File: config.mk
export PLATFORM = sky130hd
export DESIGN_NAME = chan_fifo_wr_demux_flat
export DESIGN_NICKNAME = d
export VERILOG_FILES = /design/src/rtl/chan_fifo_wr_demux_pkg.sv /design/src/rtl/chan_fifo_wr_demux_if.sv /design/src/rtl/chan_fifo_wr_demux_dec.sv /design/src/rtl/chan_fifo_wr_demux.sv /design/src/flat_wrapper.sv
export SDC_FILE = /design/constraint.sdc
export NUM_CORES = 1
export LEC_CHECK = 0
export ABC_AREA = 1
export CAP_MARGIN = 20
export CELL_PAD_IN_SITES_DETAIL_PLACEMENT = 0
export CELL_PAD_IN_SITES_GLOBAL_PLACEMENT = 1
export CORE_AREA = 2 2 386 388
export CTS_BUF_LIST = sky130_fd_sc_hd__clkbuf_4 sky130_fd_sc_hd__clkbuf_8 sky130_fd_sc_hd__clkbuf_16
export DETAILED_ROUTE_END_ITERATION = 12
export DIE_AREA = 0 0 388 390
export GPL_ROUTABILITY_DRIVEN = 0
export PLACE_DENSITY_LB_ADDON = 0.1
export SYNTH_ARGS = -nofsm -noshare
export SYNTH_HDL_FRONTEND = slang
export SYNTH_SLANG_ARGS = --single-unit
File: constraint.sdc
create_clock -name clk -period 40.4 [get_ports clk]
set_input_delay 6.06 -clock clk [delete_from_list [all_inputs] [get_ports clk]]
set_output_delay 6.06 -clock clk [all_outputs]
set_load 0.02 [all_outputs]
File: src/rtl/chan_fifo_wr_demux_pkg.sv
// Shared definitions for the channel FIFO bank write demux and its output selector.
package chan_fifo_wr_demux_pkg;

    localparam int NUM_CH_DEFAULT = 80;
    localparam int CHID_W_DEFAULT = 7;
    localparam int DATA_W_DEFAULT = 395;

    typedef enum logic {
        ST_IDLE = 1'b0,
        ST_RUN  = 1'b1
    } start_state_t;

endpackage

File: src/rtl/chan_fifo_wr_demux_if.sv
// Upstream word handshake plus the per-channel FIFO write port bundle.
interface chan_fifo_wr_demux_if
    import chan_fifo_wr_demux_pkg::*;
#(
    parameter int NUM_CH = NUM_CH_DEFAULT,
    parameter int CHID_W = CHID_W_DEFAULT,
    parameter int DATA_W = DATA_W_DEFAULT
);

    logic              in_valid;
    logic              in_ready;
    logic [CHID_W-1:0] in_chid;
    logic [DATA_W-1:0] in_data;
    logic [NUM_CH-1:0] fifo_full;
    logic [NUM_CH-1:0] fifo_write_enable;
    logic [DATA_W-1:0] fifo_write_data;

    // master is the upstream source and FIFO bank; slave is the demux
    modport master (
        output in_valid, in_chid, in_data, fifo_full,
        input  in_ready, fifo_write_enable, fifo_write_data
    );

    modport slave (
        input  in_valid, in_chid, in_data, fifo_full,
        output in_ready, fifo_write_enable, fifo_write_data
    );

endinterface

File: src/rtl/chan_fifo_wr_demux_dec.sv
// Channel id to one-hot strobe decoder with enable; shared with the selector read side.
module chid_onehot_dec
    import chan_fifo_wr_demux_pkg::*;
#(
    parameter int NUM_CH = NUM_CH_DEFAULT,
    parameter int CHID_W = CHID_W_DEFAULT
) (
    input  logic              en,
    input  logic [CHID_W-1:0] chid,
    output logic [NUM_CH-1:0] onehot
);

    for (genvar i = 0; i < NUM_CH; i++) begin : g_bit
        assign onehot[i] = en && (chid == CHID_W'(i));
    end

endmodule

File: src/rtl/chan_fifo_wr_demux.sv
// Write-side demux: one-entry holding register feeding the addressed channel FIFO,
// plus the start handshake to the output selector and drop/error bookkeeping.
module chan_fifo_wr_demux
    import chan_fifo_wr_demux_pkg::*;
#(
    parameter int NUM_CH       = NUM_CH_DEFAULT,
    parameter int CHID_W       = CHID_W_DEFAULT,
    parameter int DATA_W       = DATA_W_DEFAULT,
    parameter int START_THRESH = 1
) (
    input  logic                 clk,
    input  logic                 rst,
    chan_fifo_wr_demux_if.slave  bus,
    output logic                 start,
    output logic [15:0]          drop_count,
    output logic                 err_chid
);

    localparam logic [CHID_W:0] CHID_LIMIT = (CHID_W + 1)'(NUM_CH);
    localparam logic [15:0]     THRESH     = 16'(START_THRESH);

    logic              hold_valid;
    logic [CHID_W-1:0] hold_chid;
    logic [DATA_W-1:0] hold_data;
    logic              wr_fire;
    logic              accept;
    logic              bad_chid;

    start_state_t      state;
    start_state_t      state_next;
    logic [15:0]       wr_count;
    logic [15:0]       wr_count_next;

    assign bad_chid              = {1'b0, bus.in_chid} >= CHID_LIMIT;
    assign wr_fire               = hold_valid && !bus.fifo_full[hold_chid];
    assign bus.in_ready          = !hold_valid || wr_fire;
    assign accept                = bus.in_valid && bus.in_ready;
    assign bus.fifo_write_data   = hold_data;
    assign start                 = (state == ST_RUN);

    chid_onehot_dec #(
        .NUM_CH (NUM_CH),
        .CHID_W (CHID_W)
    ) u_wr_dec (
        .en     (wr_fire),
        .chid   (hold_chid),
        .onehot (bus.fifo_write_enable)
    );

    // Bad ids are swallowed without loading, so hold_chid is always a legal index
    always_ff @(posedge clk or posedge rst) begin
        if (rst) begin
            hold_valid <= 1'b0;
            hold_chid  <= '0;
            hold_data  <= '0;
        end else if (accept && !bad_chid) begin
            hold_valid <= 1'b1;
            hold_chid  <= bus.in_chid;
            hold_data  <= bus.in_data;
        end else if (wr_fire) begin
            hold_valid <= 1'b0;
        end
    end

    always_ff @(posedge clk or posedge rst) begin
        if (rst) begin
            drop_count <= '0;
            err_chid   <= 1'b0;
        end else if (accept && bad_chid) begin
            err_chid <= 1'b1;
            if (drop_count != 16'hFFFF) begin
                drop_count <= drop_count + 16'd1;
            end
        end
    end

    always_ff @(posedge clk or posedge rst) begin
        if (rst) begin
            state    <= ST_IDLE;
            wr_count <= '0;
        end else begin
            state    <= state_next;
            wr_count <= wr_count_next;
        end
    end

    // Count completed writes until the threshold, then latch RUN until reset
    always_comb begin
        state_next    = state;
        wr_count_next = wr_count;
        case (state)
            ST_IDLE: begin
                if (wr_fire) begin
                    wr_count_next = wr_count + 16'd1;
                    if (wr_count_next == THRESH) begin
                        state_next = ST_RUN;
                    end
                end
            end
            ST_RUN: begin
                state_next = ST_RUN;
            end
            default: begin
                state_next = ST_IDLE;
            end
        endcase
    end

endmodule

File: src/flat_wrapper.sv
// flat-port wrapper written by rule: the top's interface ports become plain ports
module chan_fifo_wr_demux_flat import chan_fifo_wr_demux_pkg::*;
#(
    parameter int NUM_CH       = NUM_CH_DEFAULT,
    parameter int CHID_W       = CHID_W_DEFAULT,
    parameter int DATA_W       = DATA_W_DEFAULT,
    parameter int START_THRESH = 1
)
  (clk, rst, start, drop_count, err_chid, bus_in_valid, bus_in_chid, bus_in_data, bus_fifo_full, bus_in_ready, bus_fifo_write_enable, bus_fifo_write_data);
  chan_fifo_wr_demux_if #(.NUM_CH(NUM_CH), .CHID_W(CHID_W), .DATA_W(DATA_W)) bus_i ();
  input  logic clk;
  input  logic rst;
  output logic start;
  output logic [15:0] drop_count;
  output logic err_chid;
  input wire logic [$bits(bus_i.in_valid)-1:0] bus_in_valid;
  input wire logic [$bits(bus_i.in_chid)-1:0] bus_in_chid;
  input wire logic [$bits(bus_i.in_data)-1:0] bus_in_data;
  input wire logic [$bits(bus_i.fifo_full)-1:0] bus_fifo_full;
  output wire logic [$bits(bus_i.in_ready)-1:0] bus_in_ready;
  output wire logic [$bits(bus_i.fifo_write_enable)-1:0] bus_fifo_write_enable;
  output wire logic [$bits(bus_i.fifo_write_data)-1:0] bus_fifo_write_data;
  assign bus_i.in_valid = bus_in_valid;
  assign bus_i.in_chid = bus_in_chid;
  assign bus_i.in_data = bus_in_data;
  assign bus_i.fifo_full = bus_fifo_full;
  assign bus_in_ready = bus_i.in_ready;
  assign bus_fifo_write_enable = bus_i.fifo_write_enable;
  assign bus_fifo_write_data = bus_i.fifo_write_data;
  chan_fifo_wr_demux #(.NUM_CH(NUM_CH), .CHID_W(CHID_W), .DATA_W(DATA_W), .START_THRESH(START_THRESH)) u_core (.clk(clk), .rst(rst), .bus(bus_i), .start(start), .drop_count(drop_count), .err_chid(err_chid));
endmodule
==> flow_summary.toml <==
[outcome]
outcome = "complete, no violations"

[layout]
fillers = 16375
fin_nets = 3735
drive_gt1_share_pct = 4.79
syn2layout_area_growth_pct = 72.4

[clocking]
insertion_delay_ns = 0.65
clkSinkCount = 437
cts-resized-gates = 0
cts-root-buf = "clkbuf_16"
cts_hold_buf = 0
cts_setup_buffers = 0
htree_levels = 3
clk_pin_slew_worst_paths_ns = 0.05
cts_tree = "yes"
cts_buffers = 67
cts_buffer_depth = 3

[pwr]
p_int_uw = 1280
sequentialPowerShare_pct = 31.3
p_sw_share_pct = 38.4
p_per_area_nw_per_um2 = 62.8
p_leak_uw = 0.0153
comb_power_share_pct = 39.6
clkPwrFrac_pct = 29.1
peakVddDrop_uv = 27.9
p_sw_uw = 798

[yosys]
synth_top_area_share_pct = 57.0
synthArstFlopShare_pct = 100
synth-edff-count = 0
ys.warnings.count = 0
synthDistinctLibCells = 29
synth_nets = 2778
ys_seq_elements = 437
synth_top_cell_by_area = "dfrtp_1"
yosys_most_used_dff = "dfrtp_1"
synth_area_um2 = 19200
synth.avg_cell_area_um2 = 8.38
seq_area_frac_synth_pct = 57.0
netlist_instances = 2290
synth_area_leaders = "dfrtp_1, nand2_1, inv_1"

[min_path]
hold_class = "flip-flop to flip-flop"
hold_depth = 1

[placed_design]
io_buffers = 978
dp_hpwl_um = 82700

[routing]
vias_per_cell = 3.41
route.detailed.drc = 0
initialDrtViolationCount = 690
ant_nets = 0
num_vias = 17841
drt_first_pass_iters = 5
wl_per_cell_um = 20.2
wirelength_um = 106000

[floorplanning]
die_area_um2 = 151000
ios = 979
die_w_um = 388
fp-row-count = 141
core-area_um2 = 147000
initial_core_util_pct = 13.0
die_h_um = 390

[worst_setup_path]
rr_worst_depth = 19
crit_arrival_ns = 9.35
path_max_fanout = 5
critPathLaunchType = "input pin"
end_kind = "output pin"
critical_path_required_ns = 34.34
critPathKind = "input pin to output pin"

[global_route]
grt_pass1_vias = 18670
grt_max_degree = 234
grt_pass1_wl_um = 147000
grtUsageTotal_pct = 13.7
grt_overflow = 0
antenna_found_initial = 42

[timing]
period_needed_ns = 15.41
finClkSkew_ns = 0.0409
slew_viol_final = 0
setup_tns_ns = 0
fin_crit_sh_pct = 38.1
relSlewSlack_pct = 29.4
setup_viol = 0
hold_slack_ns = 0.473
fmax_mhz = 64.9
worstMarginPinSlew_ns = 1.06
finalHoldViolCount = 0
rsz0062_at_grt = "no"

[flow_run]
maxCapViolCount = 0
## critical path, cell delays in order
cell and delay, ns:
clkdlybuf4s50_1 0.40, nand2_1 0.08, nand2_1 0.06, nand2_1 0.07, nand2_1 0.06, nand2_1 0.06
nand2_1 0.05, nor2_1 0.23, nor2_1 0.07, nor2_1 0.13, nand2_1 0.07, nand2_1 0.10
nand3_1 0.20, nor3_1 0.38, nand2_1 0.20, nor2_1 0.41, clkdlybuf4s50_1 0.70
## final timing paths
kind | endpoint | slack (ns) | from
worst max-delay path | bus_fifo_write_enable[0] | 24.99 | bus_fifo_full[33]
worst min-delay path | u_core.err_chid | 0.47 | u_core.err_chid
min in group asynchronous | u_core.bus.fifo_write_data[292] | 5.88 | rst
max in group asynchronous | u_core.bus.fifo_write_data[99] | 32.42 | rst
worst max register to register | u_core.bus.fifo_write_data[265] | 35.22 | u_core.hold_chid[0]
worst min register to register | u_core.err_chid | 0.47 | u_core.err_chid
## sequential cells by signal (all words and copies together) (netlist names)
name	count
u_core.bus.fifo_write_data	395
u_core.drop_count	16
u_core.wr_count	16
u_core.hold_chid	7
u_core.err_chid	1
u_core.hold_valid	1
u_core.start	1
## power by group through the flow
| stage | Clock, uW | Sequential [uW] | Combinational [uW] |
|---|---|---|---|
| floorplan | 0 | 816 | 218 |
| global placement | 0 | 657 | 856 |
| detailed placement | 0 | 657 | 847 |
| CTS | 639 | 653 | 850 |
| global route | 652 | 671 | 893 |
| finish | 605 | 651 | 822 |
## area by class of cell
type	instances	area, um^2	share of cell area (%)
clock buffers	102	2040	6.16
well taps	1930	2410	7.30
clock inverters	16	226	0.684
flip-flops and latches	437	10900	33.1
inverters	445	1680	5.07
diodes	13	32.5	0.0983
repair buffers	998	9980	30.2
multi-input cells	1298	5780	17.5
## synthesized netlist by cell type, types with 15 or more instances
cell type and n:
buf_6 41, nand3_1 22, dfrtp_1 437, nand4_1 21, nand2_1 661, buf_2 25
o21ai_1 203, o21ai_0 206, inv_1 439, clkbuf_1 29, buf_4 15, xor2_1 26
nor2_1 108
## kinds of logic (layout without fill, tap and decap cells)
logic type	count (synthesis)	in the layout	share of synthesized area (%)
simple gates	837	837	17.1
fa+ha+maj	3	3	0.196
compound gates	429	429	11.5
flops	437	437	57.0
xor+xnor	29	29	1.32
buf+inv	555	1561	12.9
other cells	0	13	0
## per-layer routing
metal	global-route usage, %	wire length (um)	vias to the layer above
li1	-	-	8901
met1	14.0	37700	8156
met2	24.8	54700	598
met3	5.93	10200	156
met4	5.05	3100	30
met5	0	188	-
## placed cells by master (no fill, tap or decap), types with 2 or more instances in the layout
master / instances
o21ai_0: 206
a22oi_1: 8
inv_2: 5
buf_12: 3
nand2_2: 2
bufinv_16: 2
nor2_1: 108
clkbuf_16: 67
xor2_1: 26
clkbuf_4: 19
clkinv_8: 2
clkinvlp_4: 2
nor4_1: 5
nand3_1: 22
nand4_1: 21
inv_1: 438
dfrtp_1: 437
nand2_1: 661
diode_2: 13
clkinv_16: 2
o21ai_2: 7
clkdlybuf4s50_1: 978
clkinv_2: 6
a21oi_1: 2
ha_1: 3
clkbuf_8: 16
xnor2_1: 3
buf_4: 17
o21ai_1: 203
nor3_1: 14
## per-stage QoR
step	std cells	setup WS (ns)	util (%)	total power (uW)	instance area, um^2
after floorplan	2290	22.17	-	1030	19200
after global placement	5108	24.95	20.9	1510	30800
after detailed placement	5108	24.88	20.9	1500	30800
after CTS	5226	24.86	22.5	2140	33100
after global routing	5234	24.69	22.5	2220	33100
final	5239	24.99	22.5	2080	33100
Note: power is estimated with default switching activity, not from simulation.
